==> src/rtl/fetch_queue.sv <==
// Instruction fetch/prefetch stage: owns the fetch PC, issues fixed-latency reads
// to instruction memory and buffers returned {pc, instr} pairs for decode.
module fetch_queue #(
  parameter int ADDR_W = 16,
  parameter int DATA_W = 16,
  parameter int DEPTH  = 4
) (
  input  logic                   clk,
  input  logic                   reset,
  output logic                   imem_req,
  output logic [ADDR_W-1:0]      imem_addr,
  input  logic [DATA_W-1:0]      imem_rdata,
  input  logic                   imem_valid,
  output logic                   inst_valid,
  input  logic                   inst_ready,
  output logic [DATA_W-1:0]      inst_out,
  output logic [ADDR_W-1:0]      inst_pc,
  input  logic                   redirect,
  input  logic [ADDR_W-1:0]      redirect_pc,
  output logic [$clog2(DEPTH):0] occupancy
);

  localparam int PTR_W = $clog2(DEPTH);
  localparam logic [PTR_W+1:0] LP_DEPTH = (PTR_W+2)'(DEPTH);

  logic [ADDR_W-1:0] r_fetch_pc;
  logic [ADDR_W-1:0] r_inflight_pc;
  logic              r_inflight;
  logic [ADDR_W-1:0] r_pc_mem   [DEPTH];
  logic [DATA_W-1:0] r_data_mem [DEPTH];
  logic [PTR_W-1:0]  r_rd_ptr;
  logic [PTR_W-1:0]  r_wr_ptr;
  logic [PTR_W:0]    r_count;

  logic             w_nonempty;
  logic             w_issue;
  logic             w_push;
  logic             w_pop;
  logic [PTR_W+1:0] w_reserved;

  // A slot is reserved for the in-flight read, so a response can never find the FIFO full.
  assign w_reserved = {1'b0, r_count} + {{(PTR_W+1){1'b0}}, r_inflight};
  assign w_issue    = reset && !redirect && (w_reserved < LP_DEPTH);
  assign w_nonempty = (r_count != '0);
  assign w_push     = r_inflight && imem_valid && !redirect;
  assign w_pop      = inst_valid && inst_ready;

  assign imem_req   = w_issue;
  assign imem_addr  = r_fetch_pc;
  assign inst_valid = w_nonempty && !redirect;
  assign inst_out   = w_nonempty ? r_data_mem[r_rd_ptr] : '0;
  assign inst_pc    = w_nonempty ? r_pc_mem[r_rd_ptr]   : '0;
  assign occupancy  = r_count;

  // NOTE: sequential state uses non-blocking assignments so every flop samples pre-edge values.
  always_ff @(posedge clk or negedge reset) begin
    if (!reset) begin
      r_fetch_pc    <= '0;
      r_inflight    <= 1'b0;
      r_inflight_pc <= '0;
      r_rd_ptr      <= '0;
      r_wr_ptr      <= '0;
      r_count       <= '0;
    end else if (redirect) begin
      r_fetch_pc <= redirect_pc;
      r_inflight <= 1'b0;
      r_rd_ptr   <= '0;
      r_wr_ptr   <= '0;
      r_count    <= '0;
    end else begin
      r_inflight <= w_issue;
      if (w_issue) begin
        r_inflight_pc <= r_fetch_pc;
        r_fetch_pc    <= r_fetch_pc + 1'b1;
      end
      if (w_push) r_wr_ptr <= r_wr_ptr + 1'b1;
      if (w_pop)  r_rd_ptr <= r_rd_ptr + 1'b1;
      case ({w_push, w_pop})
        2'b10:   r_count <= r_count + 1'b1;
        2'b01:   r_count <= r_count - 1'b1;
        default: r_count <= r_count;
      endcase
    end
  end

  // NOTE: FIFO storage is deliberately not reset; the empty-gated read mux hides stale entries.
  always_ff @(posedge clk) begin
    if (w_push) begin
      r_pc_mem[r_wr_ptr]   <= r_inflight_pc;
      r_data_mem[r_wr_ptr] <= imem_rdata;
    end
  end

endmodule

==> config.mk <==
export PLATFORM = sky130hd
export DESIGN_NAME = fetch_queue
export DESIGN_NICKNAME = d
export VERILOG_FILES = /design/src/rtl/fetch_queue.sv
export SDC_FILE = /design/constraint.sdc
export NUM_CORES = 1
export LEC_CHECK = 0
export CAP_MARGIN = 40
export CORE_ASPECT_RATIO = 1.5
export CORE_MARGIN = 4
export CORE_UTILIZATION = 40
export CTS_BUF_LIST = sky130_fd_sc_hd__clkbuf_4 sky130_fd_sc_hd__clkbuf_8
export DETAILED_ROUTE_END_ITERATION = 7
export GPL_TIMING_DRIVEN = 0
export PLACE_DENSITY = 0.65
export SYNTH_ARGS = -nofsm -noshare
export SYNTH_HDL_FRONTEND = slang
export SYNTH_SLANG_ARGS = --single-unit
export TNS_END_PERCENT = 1
==> constraint.sdc <==
create_clock -name clk -period 6.6 [get_ports clk]
set_input_delay 1.32 -clock clk [delete_from_list [all_inputs] [get_ports clk]]
set_output_delay 1.32 -clock clk [all_outputs]
set_load 0.05 [all_outputs]
==> results.md <==
- The flow ran to the end, and the final reports show no timing, DRC or antenna violations.
- The routed design has 14200 µm of wire.
- The iteration count of the initial detailed-routing pass is 4.
- The global-route wire length before repair is 22600 µm.
- The clock slew seen by the registers of the worst setup and hold paths is ~0.090 ns.
- The required time of the critical path is between 5 and 6 ns.
- The slew of the pin with the lowest slew margin is approximately 0.73 ns.
- The internal power of the cells totals about 1.7 mW.
- In this run, synthesis inferred ~130 flip-flops with an integrated enable.
- The number of distinct standard cells referenced by the synthesized netlist is 50.
- The cell at the root of the clock tree is sky130_fd_sc_hd__clkbuf_8.
- The first routing iteration left between 150 and 200 violations.
- The die footprint is 19500 µm².
- The worst setup path is launched from an input pin.
- The clock arrives with roughly 0.012 ns of skew.
- In the post-synthesis netlist, the biggest area contributors are sky130_fd_sc_hd__edfxtp_1 (56%), sky130_fd_sc_hd__dfrtp_1 (14%), sky130_fd_sc_hd__mux4_2 (10%), sky130_fd_sc_hd__nand2_1 (3.3%), sky130_fd_sc_hd__nor2b_1 (2.9%).
- The critical path in this run is classified as in2out.
- The register share of total power is between 40% and 50%.
- TritonCTS built the clock tree.
- From left edge to right edge, the die measures between 100 and 150 µm.
- The synthesized netlist occupies a cell area of about 6900 µm².
- The average wire per cell in the routed design is 18.6 µm.
- Of the post-synthesis cell area, the part taken by muxes is a little over a tenth.
- Counting every sink on the clock net gives ~170.
- The source of the worst register-to-register timing path is occupancy[2].
- The synthesized-area fraction occupied by xor and xnor cells is less than 1%.
- The combinational family with the most area after synthesis is multiplexers.
- The highest clock rate is ~200 MHz.
- The placeable core region is 16900 µm².
- The synthesized netlist devotes between 4 and 5% of its cell area to compound gates.
- Per report_power, the combinational group accounts for 25.6% of the total.
- Power comes to ~2.6 mW.
- The final critical-path required period is 5.02 ns.
- Setup repair after global routing left no endpoint under its margin.
- At the end of the flow the core is filled with cells to approximately half.
- The maximum resistive drop on vdd is between 0.1 and 0.15 mV.
- Measured along the y axis, the die boundary spans about 170 µm.
- The prevailing post-synth register cell is sky130_fd_sc_hd__edfxtp_1.
- Headroom to the max-slew limit came out at between 50% and 60%.
- The setup violation total in the final timing report is 0.
- The biggest area contributor in the post-synthesis netlist is sky130_fd_sc_hd__edfxtp_1.
- The largest fanout on the critical path is 33.
- The tool flagged a number of max-cap violations equal to 0.
- The proportion of total power due to net switching is about 34%.
- After routing the design area is 8530 µm².
- Sequential cells were found to cover 70.1% of the synthesized design area.
- In this run, post-CTS repair resized a total of 0 instances.
- The number of instances in the synthesized netlist is 429.
- Setup total negative slack on the finished layout was measured at 0 ns.
- The H-tree depth is 4.
- The placed instances occupy a cell area of a little over 8000 µm².
- The count of antenna-violating nets left after detailed routing is 0.
- The fraction of registers with async set/reset is a little under a quarter.
- For this design the static power due to leakage is around 3.0 nW.
- For this configuration, the core starts out at a cell density of 40.9%.
- The number of inserted diodes is 0.
- During synthesis, Yosys emitted a total of 0 warnings.
- The congestion estimate from routability-driven global placement came to roughly 0.89.
- After detailed routing, the number of remaining DRC violations is 0.
- The cell row count is 58.
- After synthesis, the most frequently instantiated cells are sky130_fd_sc_hd__edfxtp_1 (128), sky130_fd_sc_hd__nand2_1 (61), sky130_fd_sc_hd__dfrtp_1 (40).
- For this design the ratio of total power to cell area is between 300 and 400 nW/µm².
- The insertion delay to the later sink of the worst-skew pair is 0.44 ns.
- The beginning of the worst hold path is r_inflight_pc[2].
- The number of vias per cell after detailed routing is between 5 and 6.
- After global routing the overflow that remains totals 0.
- The maximum number of pins on one net before global-route repair is 34.
- Synthesis inferred 168 register bits.
- In this run the count of I/O pins placed on the die edge is 90.
- The number of hold violations in the final report came to 0.
- The via count of the first global-routing pass came to between 4000 and 5000.
- The number of nets in the synthesized netlist is around 470.
- The share of total power dissipated in the clock network is 25.8%.
- Summing over every cut layer, the via total after detailed routing is approximately 4000.
- The critical path arrival is about 3.7 ns.
- After synthesis, the mean cell area works out to about 16 µm².
- By instance count, the leading cell after synthesis is sky130_fd_sc_hd__edfxtp_1.
- The worst hold path belongs to the class reg2reg.
- After layout, the worst path uses between 70% and 80% of the clock period.
- In this run the power spent charging and discharging nets is between 0.8 and 0.9 mW.
- The net count of the finished layout is between 500 and 600.
- The clock passes through at most 2 buffers.
- The post-detailed-placement half-perimeter wirelength is 9850 µm.
- The synthesized netlist devotes between 10% and 20% of its cell area to simple gates.
- The arithmetic-cell share of the synthesized area counting full adders, half adders and majority gates is 1.19%.
- The signed area change from the synthesized netlist to the final layout is 23.4%.
- Across every metal layer, demand over resource in global routing totals 15.4%.
- The count of input and output buffers is 88.
- The final max-slew violation count is 0.
- The CTS buffer count is 17.
- The post-route netlist has around 17% of its cells at a drive strength greater than 1.
- Post-CTS timing repair inserted 0 buffers for setup.
- The share of Yosys cell area claimed by the top area cell type is 55.6%.
- The element type at the critical path end is a primary output.
- The launching instance or port of the critical path is reset.
- In this run, post-CTS hold repair placed 0 buffers.
- The initial antenna violation count is 0.
## final cells by class
class                           instances  area, µm²
Buffer                                 21        119
Clock buffer                           17        234
Clock inverter                         15        135
Fill cell                            1480       8380
Inverter                               12       45.0
Multi-Input combinational cell        228       1910
Sequential cell                       168       4840
Tap cell                              210        263
Timing Repair Buffer                   94        981
## per-layer routing
layer	wire, µm	global-route usage (%)
met3	659	3.72
met5	0	0
met2	7520	26.9
met1	5780	18.3
met4	260	5.72
## power groups by stage
stage,sequential [mW],clock [mW],combinational [mW]
final,1.27,0.673,0.668
after global routing,1.28,0.739,0.714
after CTS,1.27,0.691,0.681
after detailed placement,1.29,0,0.680
after global placement,1.28,0,0.670
after floorplan,1.32,0,0.403
## cells by family after synthesis
kind of cell    count (synthesis)
xor+xnor                        5
mux                            34
simple gates                  141
flops                         168
compound gates                 42
buf+inv                        33
fa+ha+maj                       6
## placed cells by master (no fill, tap or decap), types with 10 or more instances in the layout
| master | synthesis | layout |
|---|---|---|
| sky130_fd_sc_hd__clkbuf_1 | 10 | 10 |
| sky130_fd_sc_hd__clkbuf_8 | 1 | 18 |
| sky130_fd_sc_hd__clkdlybuf4s50_1 | 0 | 87 |
| sky130_fd_sc_hd__dfrtp_1 | 40 | 40 |
| sky130_fd_sc_hd__edfxtp_1 | 128 | 128 |
| sky130_fd_sc_hd__inv_1 | 11 | 11 |
| sky130_fd_sc_hd__mux4_2 | 32 | 32 |
| sky130_fd_sc_hd__nand2_1 | 61 | 61 |
| sky130_fd_sc_hd__nand3_1 | 10 | 10 |
| sky130_fd_sc_hd__nor2_1 | 10 | 10 |
| sky130_fd_sc_hd__nor2b_1 | 32 | 32 |
## state kept, by name (all words and copies together), names as in the netlist
signal         flops
r_data_mem        64
r_pc_mem          64
imem_addr         16
r_inflight_pc     16
occupancy          3
r_rd_ptr           2
r_wr_ptr           2
r_inflight         1
## critical path: stages
cell and delay, ns:
sky130_fd_sc_hd__buf_2 0.24, sky130_fd_sc_hd__buf_12 0.25, sky130_fd_sc_hd__nand3_1 0.30, sky130_fd_sc_hd__inv_2 0.24
sky130_fd_sc_hd__buf_1 0.42, sky130_fd_sc_hd__clkdlybuf4s50_1 0.90
## through the flow
stage               hold slack [ns]  setup WS (ns)  cells
finish                        0.529           1.58    765
global route                  0.552           1.37    765
CTS                           0.529           1.55    765
detailed placement            0.512           1.56    733
global placement              0.487         -0.310    727
floorplan                     0.476           2.75    429
## path summary, 6_finish.rpt
kind / end / slack [ns] / cells past startpoint
setup / recovery: imem_req / 1.58 / 6
hold reg to reg: r_pc_mem[0][2] / 0.53 / 0
hold / removal: r_pc_mem[0][2] / 0.53 / 0
min in group asynchronous: r_inflight_pc[5] / 0.73 / 1
max in group asynchronous: imem_addr[12] / 5.42 / 2
setup reg to reg: occupancy[2] / 4.19 / 6
Power figures use the tool's default switching activity.
